File: src/rtl/amp_pwr_seq_pkg.sv
// Shared types and default constants for the class-D amplifier power/fault sequencer.
package amp_seq_pkg;

    typedef enum logic [2:0] {
        OFF,
        WARMUP,
        RUN,
        FAULT,
        LOCKOUT
    } amp_state_t;

    localparam int DEF_STARTUP_CYC = 250000;
    localparam int DEF_RETRY_CYC   = 5000000;
    localparam int DEF_FLT_FILT    = 16;
    localparam int DEF_MAX_RETRY   = 3;
    localparam int DEF_TMR_W       = 23;

    // Count up by one but never past the given ceiling.
    function automatic logic [1:0] satInc(input logic [1:0] value, input logic [1:0] limit);
        return (value >= limit) ? value : value + 2'd1;
    endfunction

endpackage

File: src/rtl/amp_pwr_seq_if.sv
// Control/status bundle between the sequencer and the amplifier board pins / software.
interface amp_pwr_seq_if;

    logic       Flt_n;
    logic       seq_low;
    logic       clr_flt;
    logic       sht_dwn;
    logic       amp_on;
    logic       flt_latched;
    logic [1:0] retry_cnt;

    // Sequencer side: consumes fault/status inputs, drives the shutdown pin and status.
    modport slave (
        input  Flt_n,
        input  seq_low,
        input  clr_flt,
        output sht_dwn,
        output amp_on,
        output flt_latched,
        output retry_cnt
    );

    // Board/software side: the mirror image of the sequencer view.
    modport master (
        output Flt_n,
        output seq_low,
        output clr_flt,
        input  sht_dwn,
        input  amp_on,
        input  flt_latched,
        input  retry_cnt
    );

endinterface

File: src/rtl/amp_pwr_seq_flt_filter.sv
// Brings the asynchronous amp fault line into the clock domain and only reports a fault
// once it has been seen low for FLT_FILT consecutive synchronized samples.
module flt_filter #(
    parameter int FLT_FILT = 16
) (
    input  logic clk,
    input  logic rst,
    input  logic Flt_n,
    output logic flt_det
);

    localparam int CNT_W = $clog2(FLT_FILT + 1);

    logic             r_sync1;
    logic             r_sync2;
    logic [CNT_W-1:0] r_cnt;

    // Two-flop synchronizer; resets to the idle (no fault) level.
    always_ff @(posedge clk or posedge rst) begin
        if (rst) begin
            r_sync1 <= 1'b1;
            r_sync2 <= 1'b1;
        end else begin
            r_sync1 <= Flt_n;
            r_sync2 <= r_sync1;
        end
    end

    // Count consecutive low samples, saturating at the threshold; any high sample restarts.
    always_ff @(posedge clk or posedge rst) begin
        if (rst) begin
            r_cnt <= '0;
        end else if (r_sync2) begin
            r_cnt <= '0;
        end else if (r_cnt != CNT_W'(FLT_FILT)) begin
            r_cnt <= r_cnt + CNT_W'(1);
        end
    end

    assign flt_det = (r_cnt == CNT_W'(FLT_FILT));

endmodule

File: src/rtl/amp_pwr_seq.sv
// Power-up and fault-retry sequencer for the speaker amplifiers: holds the amps in
// shutdown until the EQ queues are full, warms up, runs, and backs off / locks out on faults.
module amp_pwr_seq
    import amp_seq_pkg::*;
#(
    parameter int STARTUP_CYC = DEF_STARTUP_CYC,
    parameter int RETRY_CYC   = DEF_RETRY_CYC,
    parameter int FLT_FILT    = DEF_FLT_FILT,
    parameter int MAX_RETRY   = DEF_MAX_RETRY,
    parameter int TMR_W       = DEF_TMR_W
) (
    input  logic          clk,
    input  logic          rst,
    amp_pwr_seq_if.slave  bus
);

    localparam logic [TMR_W-1:0] STARTUP_TERM = TMR_W'(STARTUP_CYC - 1);
    localparam logic [TMR_W-1:0] RETRY_TERM   = TMR_W'(RETRY_CYC - 1);
    localparam logic [1:0]       RETRY_LIMIT  = 2'(MAX_RETRY);

    amp_state_t       r_state;
    logic [TMR_W-1:0] r_timer;
    logic [1:0]       r_retry;
    logic             r_shtDwn;
    logic             r_ampOn;
    logic             r_fltLatched;

    amp_state_t       w_next;
    logic [TMR_W-1:0] w_timerNext;
    logic [1:0]       w_retryNext;
    logic             w_fltDet;
    logic             w_runStable;

    flt_filter #(
        .FLT_FILT (FLT_FILT)
    ) u_fltFilter (
        .clk     (clk),
        .rst     (rst),
        .Flt_n   (bus.Flt_n),
        .flt_det (w_fltDet)
    );

    assign w_runStable = (r_state == RUN) && (r_timer == RETRY_TERM);

    // Next-state, timer and retry-count decisions; outputs are derived from the next state
    // so the status pins move on the same edge as the state register.
    always_comb begin
        w_next      = r_state;
        w_timerNext = r_timer + TMR_W'(1);
        w_retryNext = r_retry;

        case (r_state)
            OFF: begin
                if (bus.seq_low) begin
                    w_next = WARMUP;
                end
            end
            WARMUP: begin
                if (w_fltDet) begin
                    w_next = FAULT;
                end else if (!bus.seq_low) begin
                    w_next = OFF;
                end else if (r_timer == STARTUP_TERM) begin
                    w_next = RUN;
                end
            end
            RUN: begin
                if (w_fltDet) begin
                    w_next = FAULT;
                end
            end
            FAULT: begin
                if (r_timer == RETRY_TERM) begin
                    w_next = (r_retry >= RETRY_LIMIT) ? LOCKOUT : WARMUP;
                end
            end
            LOCKOUT: begin
                if (bus.clr_flt) begin
                    w_next = OFF;
                end
            end
            default: begin
                w_next = OFF;
            end
        endcase

        if (w_next != r_state) begin
            w_timerNext = '0;
        end else if (w_runStable) begin
            w_timerNext = r_timer;
        end

        if ((w_next == FAULT) && (r_state != FAULT)) begin
            w_retryNext = satInc(r_retry, RETRY_LIMIT);
        end else if (w_runStable) begin
            w_retryNext = 2'd0;
        end else if ((r_state == LOCKOUT) && bus.clr_flt) begin
            w_retryNext = 2'd0;
        end
    end

    // State register and timer.
    always_ff @(posedge clk or posedge rst) begin
        if (rst) begin
            r_state <= OFF;
            r_timer <= '0;
        end else begin
            r_state <= w_next;
            r_timer <= w_timerNext;
        end
    end

    // Registered status outputs and retry counter, all taken from the next state.
    always_ff @(posedge clk or posedge rst) begin
        if (rst) begin
            r_shtDwn     <= 1'b1;
            r_ampOn      <= 1'b0;
            r_fltLatched <= 1'b0;
            r_retry      <= 2'd0;
        end else begin
            r_shtDwn     <= (w_next != RUN);
            r_ampOn      <= (w_next == RUN);
            r_fltLatched <= (w_next == LOCKOUT);
            r_retry      <= w_retryNext;
        end
    end

    assign bus.sht_dwn     = r_shtDwn;
    assign bus.amp_on      = r_ampOn;
    assign bus.flt_latched = r_fltLatched;
    assign bus.retry_cnt   = r_retry;

endmodule
File: src/flat_wrapper.sv
// flat-port wrapper written by rule: the top's interface ports become plain ports
module amp_pwr_seq_flat import amp_seq_pkg::*;
#(
    parameter int STARTUP_CYC = DEF_STARTUP_CYC,
    parameter int RETRY_CYC   = DEF_RETRY_CYC,
    parameter int FLT_FILT    = DEF_FLT_FILT,
    parameter int MAX_RETRY   = DEF_MAX_RETRY,
    parameter int TMR_W       = DEF_TMR_W
)
  (clk, rst, bus_Flt_n, bus_seq_low, bus_clr_flt, bus_sht_dwn, bus_amp_on, bus_flt_latched, bus_retry_cnt);
  amp_pwr_seq_if bus_i ();
  input  logic clk;
  input  logic rst;
  input wire logic [$bits(bus_i.Flt_n)-1:0] bus_Flt_n;
  input wire logic [$bits(bus_i.seq_low)-1:0] bus_seq_low;
  input wire logic [$bits(bus_i.clr_flt)-1:0] bus_clr_flt;
  output wire logic [$bits(bus_i.sht_dwn)-1:0] bus_sht_dwn;
  output wire logic [$bits(bus_i.amp_on)-1:0] bus_amp_on;
  output wire logic [$bits(bus_i.flt_latched)-1:0] bus_flt_latched;
  output wire logic [$bits(bus_i.retry_cnt)-1:0] bus_retry_cnt;
  assign bus_i.Flt_n = bus_Flt_n;
  assign bus_i.seq_low = bus_seq_low;
  assign bus_i.clr_flt = bus_clr_flt;
  assign bus_sht_dwn = bus_i.sht_dwn;
  assign bus_amp_on = bus_i.amp_on;
  assign bus_flt_latched = bus_i.flt_latched;
  assign bus_retry_cnt = bus_i.retry_cnt;
  amp_pwr_seq #(.STARTUP_CYC(STARTUP_CYC), .RETRY_CYC(RETRY_CYC), .FLT_FILT(FLT_FILT), .MAX_RETRY(MAX_RETRY), .TMR_W(TMR_W)) u_core (.clk(clk), .rst(rst), .bus(bus_i));
endmodule
File: config.mk
export PLATFORM = sky130hd
export DESIGN_NAME = amp_pwr_seq_flat
export DESIGN_NICKNAME = d
export VERILOG_FILES = /design/src/rtl/amp_pwr_seq_pkg.sv /design/src/rtl/amp_pwr_seq_if.sv /design/src/rtl/amp_pwr_seq_flt_filter.sv /design/src/rtl/amp_pwr_seq.sv /design/src/flat_wrapper.sv
export SDC_FILE = /design/constraint.sdc
export NUM_CORES = 1
export LEC_CHECK = 0
export CAP_MARGIN = 20
export CELL_PAD_IN_SITES_DETAIL_PLACEMENT = 1
export CELL_PAD_IN_SITES_GLOBAL_PLACEMENT = 1
export CORE_MARGIN = 1
export CORE_UTILIZATION = 50
export DETAILED_ROUTE_END_ITERATION = 16
export DONT_BUFFER_PORTS = 1
export PLACE_DENSITY_LB_ADDON = 0.1
export RECOVER_POWER = 50
export SLEW_MARGIN = 20
export SYNTH_ARGS = -nofsm -noshare
export SYNTH_HDL_FRONTEND = slang
export SYNTH_SLANG_ARGS = --single-unit
File: constraint.sdc
create_clock -name clk -period 6 [get_ports clk]
set_input_delay 1.5 -clock clk [delete_from_list [all_inputs] [get_ports clk]]
set_output_delay 1.5 -clock clk [all_outputs]
set_load 0.02 [all_outputs]
# --- Word-level counts from Yosys, hierarchy flattened ---
# Cells that the tools add are included.
op_classes:
  add_sub_neg: 3
  magnitude_cmp: 1
  n_eq_ne: 16
  mux: 17
  n_reduce_logical: 7
op_table:
  columns: ["op", "count"]
  rows:
  - ["$mux 23", 2]
  - ["$mux 3", 8]
  - ["$add 23x1->23 const B", 1]
  - ["$eq 23x18->1 const B", 1]
  - ["$eq 23x23->1 const B", 1]
  - ["$pmux 3 s5", 1]
  - ["$eq 3x2->1 const B", 4]
  - ["$mux 5", 2]
  - ["$mux 2", 4]
  - ["$eq 3x3->1 const B", 2]
  - ["$ne 3x2->1 const B", 2]
  - ["$add 5x1->5 const B", 1]
  - ["$eq 5x5->1 const B", 1]
  - ["$ne 5x5->1 const B", 1]
  - ["$ne 2x2->1 const B", 2]
  - ["$eq 3x1->1 const B", 1]
  - ["$logic_and 1x1->1", 3]
  - ["$logic_not 3->1", 1]
  - ["$ne 3x3->1", 1]
  - ["$reduce_bool 3->1", 1]
  - ["$add 2x1->2 const B", 1]
  - ["$ge 2x2->1 const B", 1]
  - ["$reduce_and 2->1", 1]
  - ["$reduce_bool 2->1", 1]
totals:
  regBits: 38
  input_bits: 5
  output_inout_bits: 5
  word_cells: 53

# --- Logic depth before layout (Yosys ltp) ---
# Gate-level depths: netlist (run 1).
depth:
  depth_word: 9
  depth_mapped: 9
  ltp_nobuf: 7

# --- Hierarchy ---
# A second synthesis (run 1) with hierarchy kept.
hier_totals:
  hier_cells: 212
  hier_area_um2: 2073.2
by_module_without_submodules:
  columns: ["mod", "instances", "cells_each", "area_per_inst_um2", "seq_area_each_um2"]
  rows:
  - ["amp_pwr_seq", 1, 181, 1719.1, 777.0]
  - ["flt_filter", 1, 31, 354.1, 177.7]

# --- Worst setup path after synthesis (run 1) ---
# Ideal clock, no wire load.
synth_timing:
  path_kind: "input to register"
  start: "input port bus_clr_flt"
  end: "register u_core.r_timer[3]"
  setup_time_ns: 0.135
  arrival_ns: 2.434
  slack_ns: 3.431
  cell_stages: 6
  n_path_buf: 1
  cell_sequence: "nand2b_1 > o21ai_0 > a222oi_1 > a211oi_2 > buf_6 > a211oi_2"
synth_between:
  elab_chain_cells: 4
synth_lines:
  columns: ["item", "line", "source"]
  rows:
  - ["start: declaration", "flat_wrapper.sv:16", "input wire logic [$bits(bus_i.clr_flt)-1:0] bus_clr_flt;"]
  - ["$mux 3 *", "amp_pwr_seq.sv:78", "if (bus.clr_flt) begin"]
  - ["$pmux 3 s5 *", "amp_pwr_seq.sv:52", "case (r_state)"]
  - ["$ne 3x3->1 *", "amp_pwr_seq.sv:87", "if (w_next != r_state) begin"]
  - ["$ne 2x2->1 (no line) or $mux 23 (tied branches)", null, null]
  - ["end signal: assignment", "amp_pwr_seq.sv:109", "r_timer <= w_timerNext;"]
  - ["end: declaration", "amp_pwr_seq.sv:22", "logic [TMR_W-1:0] r_timer;"]
# Mark *: on every way between the ends. The rest lies on a longest branch, timed or not.
# A chain may end at the register's enable or synchronous reset.

==> flow_summary.yaml, run 1 <==
floorplanning:
  core-area_sq_um: 4380
  std_cell_rows: 24
  io-pin-count: 10
  die_area_sq_um: 4840
  initial_core_util_pct: 52.1
  die_y_um: 69.6
  fp.dieW_um: 69.6
worst_hold_path:
  min_from: "u_core.u_fltFilter.r_sync1$_DFF_PP1_"
  worstHoldPathType: "reg2reg"
setup_path:
  cp.arrival_ns: 2.98
  critPathRequiredTime_ns: 6.01
  cp-end-kind: "async pin"
  worstSetupStartpointType: "primary input"
  path_max_fanout: 38
  cpPeakStageDelay_ns: 1.44
  crit_path_cell_trace: "inv_1 > clkbuf_1"
  crit_buf_inv: 2
  cp_slowest_cell: "clkbuf_1"
  criticalPathCategory: "in2async"
  crit_family: "buffers and inverters"
  crit_start: "rst"
  r2r_start: "u_core.u_fltFilter.r_cnt[0]$_DFFE_PP0P_"
timing:
  hold_violations: 0
  max_slew_margin_pct: -34.2
  setup_viol: 0
  clock_skew_ns: 0.00545
  finalCriticalPeriod_ns: 2.97
  tns_ns: 0
  tightest_slew_ns: 2.01
  holdWs_ns: 0.363
  max_freq_mhz: 337
  rsz0062_at_grt: "false"
  slew_viol_final: 39
  finalCritPeriodShare_pct: 49.4
  fin_ws_ns: 3.03
placed_design:
  io_buffers: 0
  dp.cells: 274
  place.gp.congestion: 0.788
  dpl_worst_slack_ns: 3.06
  dp_hpwl_um: 3620
clocking:
  clk_pin_slew_worst_paths_ns: 0.08
  insertion_delay_ns: 0.30
  cts.sinks: 38
  numCtsBuffers: 5
  cts_root_buf: "clkbuf_8"
  cts_tree: "built"
  postCtsHoldBufs: 0
  post_cts_buffers: 0
  clock_tree.buffer_depth: 2
  cts-resized-gates: 0
  h-tree-depth: 2
synth:
  yosysWarningCount: 0
  syn_area_sq_um: 2280
  async_flop_share_pct: 100
  synth_flop_cell: "dfrtp_1"
  ys_top_cells_by_area: "dfrtp_1 38%, nor3_2 8.8%, xor2_1 5.8%"
  synth_edf_count: 0
  synth_top_cell_by_area: "dfrtp_1"
  synth_top_area_share_pct: 38.4
  synth-seq-area-share_pct: 41.8
  synth.distinct_cells: 48
  ys_ff_latch: 38
  avgSynthCellArea_sq_um: 10.0
  syn-num-nets: 237
  synth_cells: 228
global_route:
  grt.overflow.total: 0
  grt_pass1_wl_um: 9110
  antenna_found_initial: 0
  track_usage_pct: 23.9
  grt_pass1_vias: 1853
  grt_max_degree: 39
cells_and_area:
  regArea_sq_um: 955
  fillers: 482
  antennaDiodeCount: 0
  multi_input_area_sq_um: 1250
  layout.cells.non_filler: 282
  drive_gt1_share_pct: 17.4
  nets: 238
  syn2layout_area_growth_pct: 7.67
run:
  maxCapViolCount: 1
detailed_routing:
  vias_per_cell: 6.08
  wl_per_cell_um: 18.2
  finalWirelength_um: 5130
  vias: 1714
  drtPass1Iterations: 4
  ant_nets: 0
  drt_iter0_markers: 55
  drc: 0
outcome:
  violations: "capacitance limit, slew limit"
  status: "complete, but fails checks"
pwr:
  power.total_uw: 579
  cellPowerDensity_nw_per_um2: 235
  ir_drop_v: 0.000108
  p_leak_uw: 0.000971
## sequential cells by signal (all words and copies together) (netlist names)
name,count
u_core.r_timer,23
u_core.u_fltFilter.r_cnt,5
u_core.r_state,3
u_core.bus.retry_cnt,2
u_core.bus.amp_on,1
u_core.bus.flt_latched,1
u_core.bus.sht_dwn,1
u_core.u_fltFilter.r_sync1,1
u_core.u_fltFilter.r_sync2,1
## Yosys cell counts, types with 5 or more instances
cell type and count:
xnor2_1 5, nor2_1 14, xor2_1 15, nand4_1 10, nor3_2 20, nand2_1 17, nand3_1 11, o21ai_0 9
dfrtp_1 35, inv_1 9
## cell families (layout without fill, tap and decap cells)
kind of cell | count (synthesis) | in the layout | synth area share (%)
compound gates | 30 | 30 | 9.31
xor+xnor | 20 | 20 | 7.67
fa+ha+maj | 4 | 4 | 2.19
buf+inv | 18 | 20 | 3.94
flops | 38 | 38 | 41.8
mux | 2 | 2 | 0.877
simple gates | 116 | 116 | 34.2
## worst paths after layout
path	cells past startpoint	slack, ns	endpoint
worst max register to register	9	3.37	u_core.r_timer[4]$_DFFE_PP0P_
worst min register to register	0	0.36	u_core.u_fltFilter.r_sync2$_DFF_PP1_
worst max-delay path	2	3.03	u_core.bus.retry_cnt[1]$_DFFE_PP0P_
max in group clk	9	3.37	u_core.r_timer[4]$_DFFE_PP0P_
worst min-delay path	0	0.36	u_core.u_fltFilter.r_sync2$_DFF_PP1_
min in group asynchronous	2	1.82	u_core.r_timer[20]$_DFFE_PP0P_
## metrics by stage
stage | util, % | instance area [sq um]
2_1_floorplan | - | 2280
3_3_place_gp | 53.0 | 2320
3_5_place_dp | 53.0 | 2320
4_1_cts | 56.3 | 2470
5_1_grt | 56.1 | 2460
6_report | 56.1 | 2460
## cell type report
cell class / instances / area share (%)
flip-flops and latches: 38 / 38.8
clock inverters: 2 / 2.44
clock buffers: 6 / 3.36
inverters: 9 / 1.37
repair buffers: 3 / 0.611
well taps: 52 / 2.65
multi-input cells: 172 / 50.7
## power by group
part	leakage, uW	internal (uW)	switching, uW
clock network	0.0000714	177	93.1
registers	0.000502	263	7.37
logic	0.000398	13.0	25.1
## cell usage in the layout (no fill, tap or decap), types with 3 or more instances in the layout
cell type   n
inv_1       9
dfrtp_1    35
nor2_1     14
nor3_1      4
o21ai_0     9
or3_1       4
nand2_1    17
clkbuf_8    6
nand2b_1    4
a21oi_1     4
xnor2_1     5
nand4_1    10
xor2_1     15
ha_1        4
nor3_2     20
nor4_1      3
nand3_1    11
and3_1      4
nor2b_1     4
a211oi_1    3
dfstp_2     3
and4_1      4
## metal layers
layer  track usage (%)  wire length, um
met5                 0                0
met4              8.39               74
met3              4.80              106
met2              40.0             2560
met1              30.6             2380
No activity file was read; power rests on OpenSTA's default activity.
==> run 2, diff against run 1 <==
- clock period: 6 -> 3.1 ns (I/O delays scaled with it)
==> run 2 against run 1 <==
Worst setup slack lost 2.6 ns. Register-to-register slack got worse by 3.0 ns. Critical endpoint is now u_core.r_timer[16]$_DFFE_PP0P_. Wire length grew 3.8%. Critical path depth is 5 higher. Power is 75% higher. Non-clock buffer count up 1. The run still ends with capacitance limit, slew limit left. Largest cell class unchanged. Sequential power grew 94%. Critical path type is now reg2reg. Combinational power is 100% higher. Utilization hardly changed. Sequential cell count unchanged. Count of clock-buffer cells in the layout rose by 1.
==> flow_summary.yaml, run 2 (synthesis gave the netlist of run 1 again) <==
floorplanning:
  io-pin-count: 10
  die_y_um: 69.6
  die_area_sq_um: 4840
  initial_core_util_pct: 52.1
  std_cell_rows: 24
  fp.dieW_um: 69.6
  core-area_sq_um: 4380
timing:
  setup_viol: 0
  holdWs_ns: 0.359
  slew_viol_final: 39
  finalCritPeriodShare_pct: 87.3
  tightest_slew_ns: 2.09
  tns_ns: 0
  max_slew_margin_pct: -39.1
  finalCriticalPeriod_ns: 2.71
  clock_skew_ns: 0.00887
  max_freq_mhz: 369
  hold_violations: 0
  rsz0062_at_grt: "false"
clocking:
  post_cts_buffers: 0
  numCtsBuffers: 5
  cts_tree: "built"
  clock_tree.buffer_depth: 2
  cts_root_buf: "clkbuf_8"
  postCtsHoldBufs: 0
  cts.sinks: 38
  insertion_delay_ns: 0.29
  cts-resized-gates: 0
  h-tree-depth: 2
  clk_pin_slew_worst_paths_ns: 0.07
global_route:
  antenna_found_initial: 0
  track_usage_pct: 24.0
  grt_pass1_wl_um: 9200
  grt_pass1_vias: 1837
  grt_max_degree: 39
  grt.overflow.total: 0
placed_design:
  dp_hpwl_um: 3780
  io_buffers: 0
  place.gp.congestion: 0.824
  place_area_sq_um: 2350
  dp.cells: 275
cells_and_area:
  fin_util_pct: 56.1
  regMostFlops: "u_core.r_timer"
  top_regs: "u_core.r_timer (23), u_core.u_fltFilter.r_cnt (5), u_core.r_state (3)"
  mostFrequentLayoutCell: "dfrtp_1"
  drive_gt1_share_pct: 16.9
  largest_reg_flops: 23
  layout.cells.non_filler: 283
  antennaDiodeCount: 0
  design_area_sq_um: 2460
  final_cell_mix: "35 x dfrtp_1, 20 x nor3_2, 17 x nand2_1"
  nets: 239
  syn2layout_area_growth_pct: 7.62
setup_path:
  reg2reg_slack_ns: 0.39
  criticalPathCategory: "reg2reg"
  cp.arrival_ns: 2.88
  rr_endpoint: "u_core.r_timer[16]$_DFFE_PP0P_"
  crit_path_cell_trace: "ha_1 > and4bb_1 > nand4b_1 > or3b_1 > a211oi_4 > buf_12 > nor3_2"
  crit_buf_inv: 1
  cp-end-kind: "flip-flop"
  path_max_fanout: 12
  critPathRequiredTime_ns: 3.28
  crit_family: "simple AND/OR/NAND/NOR gates"
  rr_worst_depth: 7
  worstSetupStartpointType: "flip-flop"
  cp_slowest_cell: "a211oi_4"
  r2r_start: "u_core.r_timer[0]$_DFFE_PP0P_"
  cpPeakStageDelay_ns: 0.77
detailed_routing:
  drtPass1Iterations: 5
  drc: 0
  vias: 1751
  wl_per_cell_um: 18.8
  vias_per_cell: 6.19
  finalWirelength_um: 5320
  drt_iter0_markers: 52
  ant_nets: 0
pwr:
  comb_power_share_pct: 7.6
  ir_drop_v: 0.000175
  internal_power_uw: 778
  p_leak_uw: 0.000969
  switching_share_pct: 23.3
  cellPowerDensity_nw_per_um2: 413
  pwr-share-clk_pct: 40.8
  seqPwrFrac_pct: 51.6
  power.switching_uw: 236
worst_hold_path:
  whs_path_depth: 0
  min_from: "u_core.u_fltFilter.r_sync1$_DFF_PP1_"
  min_to: "u_core.u_fltFilter.r_sync2$_DFF_PP1_"
  worstHoldPathType: "reg2reg"
outcome:
  violations: "capacitance limit, slew limit"
  status: "complete, but fails checks"
run:
  maxCapViolCount: 1
-- run 2: changes by cell type in the layout (fill, tap and decap cells not counted), sizes merged --
cell | before | now
buf | 1 | 3
bufinv | 2 | 1
-- run 2: area by class of cell --
cell class              count  area, sq um
multi-input cells         172         1250
repair buffers              4         51.3
fillers                   485         1930
flip-flops and latches     38          955
inverters                   9         33.8
well taps                  52         65.1
clock inverters             1         30.0
clock buffers               7         76.3
-- run 2: power groups by stage --
| stage | Clock, uW | Sequential [uW] | Combinational [uW] |
|---|---|---|---|
| final | 414 | 523 | 77.1 |
| after global routing | 441 | 524 | 86.8 |
| after CTS | 421 | 523 | 78.6 |
| after global placement | 0 | 531 | 74.6 |
| after detailed placement | 0 | 532 | 78.2 |
| after floorplan | 0 | 527 | 63.9 |
-- run 2: how the worst max path moves through the flow --
| stage | startpoint | cells after the start | slack [ns] | to |
|---|---|---|---|---|
| 2_1_floorplan | u_core.r_timer[0]$_DFFE_PP0P_ | 7 | 1.01 | u_core.r_timer[3]$_DFFE_PP0P_ |
| 3_3_place_gp | u_core.r_timer[0]$_DFFE_PP0P_ | 7 | 0.52 | u_core.r_timer[14]$_DFFE_PP0P_ |
| 3_5_place_dp | u_core.r_timer[0]$_DFFE_PP0P_ | 7 | 0.45 | u_core.r_timer[16]$_DFFE_PP0P_ |
| 4_1_cts | u_core.r_timer[0]$_DFFE_PP0P_ | 7 | 0.42 | u_core.r_timer[16]$_DFFE_PP0P_ |
| 5_1_grt | u_core.r_timer[0]$_DFFE_PP0P_ | 7 | 0.27 | u_core.r_timer[18]$_DFFE_PP0P_ |
| 6_report | u_core.r_timer[0]$_DFFE_PP0P_ | 7 | 0.39 | u_core.r_timer[16]$_DFFE_PP0P_ |
-- run 2: through the flow --
step | setup WS, ns | total power, uW
5_1_grt | 0.271 | 1050
3_5_place_dp | 0.445 | 610
2_1_floorplan | 1.01 | 591
4_1_cts | 0.422 | 1020
3_3_place_gp | 0.520 | 605
6_report | 0.393 | 1010
-- run 2: metal layers --
layer | GRT usage, % | up-vias | routed length (um)
met1 | 32.7 | 883 | 2500
met4 | 7.26 | 0 | 52
li1 | - | 839 | -
met2 | 38.8 | 22 | 2650
met5 | 0 | - | 0
met3 | 4.65 | 7 | 125
-- run 2: worst register-to-register path: cells and delay by family (launching register included) --
family | cells | cell delay (ns)
DFF | 1 | 0.39
adders and majority gates | 1 | 0.29
buffers and inverters | 1 | 0.24
and+or+nand+nor | 4 | 0.91
AOI/OAI and AO/OA | 1 | 0.77
==> run 3, diff against run 2 <==
- GPL_TIMING_DRIVEN: default -> 0
==> run 3 against run 2 <==
The flow now finishes without violations. Combinational power grew 4.8%. Wire length rose by 5.1%. Highest routed layer unchanged. Via count rose by 4.5%.
==> flow_summary.yaml, run 3 (synthesis gave the netlist of run 1 again) <==
clocking:
  numCtsBuffers: 5
  cts.sinks: 38
  cts-resized-gates: 0
  post_cts_buffers: 0
  insertion_delay_ns: 0.29
  clk_pin_slew_worst_paths_ns: 0.07
  h-tree-depth: 2
  postCtsHoldBufs: 0
  cts_root_buf: "clkbuf_8"
  cts_tree: "built"
  clock_tree.buffer_depth: 2
global_route:
  antenna_found_initial: 0
  grt.overflow.total: 0
  grt_pass1_wl_um: 9450
  grt_max_degree: 39
  grt_pass1_vias: 1919
  track_usage_pct: 25.1
timing:
  max_freq_mhz: 390
  hold_violations: 0
  max_slew_margin_pct: 5.02
  tightest_slew_ns: 1.42
  clock_skew_ns: 0.00546
  finalCriticalPeriod_ns: 2.56
  tns_ns: 0
  rsz0062_at_grt: "false"
  finalCritPeriodShare_pct: 82.6
  slew_viol_final: 0
  setup_viol: 0
floorplanning:
  die_y_um: 69.6
  core-area_sq_um: 4380
  fp.dieW_um: 69.6
  std_cell_rows: 24
  die_area_sq_um: 4840
  initial_core_util_pct: 52.1
  io-pin-count: 10
setup_path:
  path_max_fanout: 10
  critPathRequiredTime_ns: 3.27
  rr_worst_depth: 7
  cp.arrival_ns: 2.73
  worstSetupStartpointType: "flip-flop"
  reg2reg_slack_ns: 0.54
  criticalPathCategory: "reg2reg"
  cp-end-kind: "flip-flop"
cells_and_area:
  final_cell_mix: "35 x dfrtp_1, 20 x nor3_2, 17 x nand2_1"
  top_regs: "u_core.r_timer (23), u_core.u_fltFilter.r_cnt (5), u_core.r_state (3)"
  mostFrequentLayoutCell: "dfrtp_1"
  largest_reg_flops: 23
  drive_gt1_share_pct: 17.8
  nets: 244
  regMostFlops: "u_core.r_timer"
  antennaDiodeCount: 0
  syn2layout_area_growth_pct: 6.79
pwr:
  cellPowerDensity_nw_per_um2: 390
  p_leak_uw: 0.000973
  ir_drop_v: 0.000210
  power.total_uw: 950
placed_design:
  io_buffers: 0
  place.gp.congestion: 0.824
  dp_hpwl_um: 4060
detailed_routing:
  drtPass1Iterations: 6
  ant_nets: 0
  drt_iter0_markers: 105
  vias: 1829
  vias_per_cell: 6.35
  finalWirelength_um: 5590
  wl_per_cell_um: 19.4
  drc: 0
worst_hold_path:
  worstHoldPathType: "reg2reg"
  whs_path_depth: 0
outcome:
  status: "completed"
run:
  maxCapViolCount: 0
==> run 3: final cells by class <==
cell class                 instances  area, sq um
sequential                        38          955
inverter                           9         33.8
clock buffer                       8         90.1
buffer                             9         56.3
tap                               52         65.1
multi-input combinational        172         1240
fill                             479         1950
==> run 3: power breakdown <==
group	total [uW]	leakage, uW	internal, uW	switching (uW)
Clock	349	0.0000455	181	168
Combinational	80.8	0.000426	27.7	53.2
Sequential	521	0.000502	509	11.8
==> run 3: final timing paths <==
path	start	endpoint
setup / recovery	u_core.r_timer[0]$_DFFE_PP0P_	u_core.r_timer[11]$_DFFE_PP0P_
setup reg to reg	u_core.r_timer[0]$_DFFE_PP0P_	u_core.r_timer[11]$_DFFE_PP0P_
hold / removal	u_core.u_fltFilter.r_sync1$_DFF_PP1_	u_core.u_fltFilter.r_sync2$_DFF_PP1_
hold reg to reg	u_core.u_fltFilter.r_sync1$_DFF_PP1_	u_core.u_fltFilter.r_sync2$_DFF_PP1_
max in group asynchronous	rst	u_core.r_timer[14]$_DFFE_PP0P_
min in group asynchronous	rst	u_core.r_timer[17]$_DFFE_PP0P_
==> run 3: layer usage <==
metal / up-vias / wire length (um) / track usage [%] / part of all wire [%]
li1: 850 / - / - / -
met1: 927 / 2430 / 30.7 / 43
met2: 34 / 2820 / 42.6 / 50
met3: 18 / 187 / 5.67 / 3.3
met4: 0 / 157 / 10.4 / 2.8
met5: - / 0 / 0 / 0
==> run 3: metrics by stage <==
step | instance area, sq um | util [%] | instances | hold WS [ns] | worst slack, ns
finish | 2440 | 55.6 | 288 | 0.367 | 0.539
global route | 2440 | 55.6 | 288 | 0.372 | 0.405
CTS | 2440 | 55.6 | 288 | 0.373 | 0.549
detailed placement | 2350 | 53.6 | 280 | 0.354 | 0.569
global placement | 2350 | 53.6 | 280 | 0.346 | 0.653
floorplan | 2280 | - | 228 | 0.345 | 1.01
==> run 3: worst max-delay path, cell delays in order, from the launching register on <==
cell and delay (ns):
dfrtp_1 0.38, ha_1 0.32, and4bb_1 0.26, nand4b_1 0.19
or3b_1 0.45, a211oi_2 0.52, buf_6 0.25, nor3_2 0.07
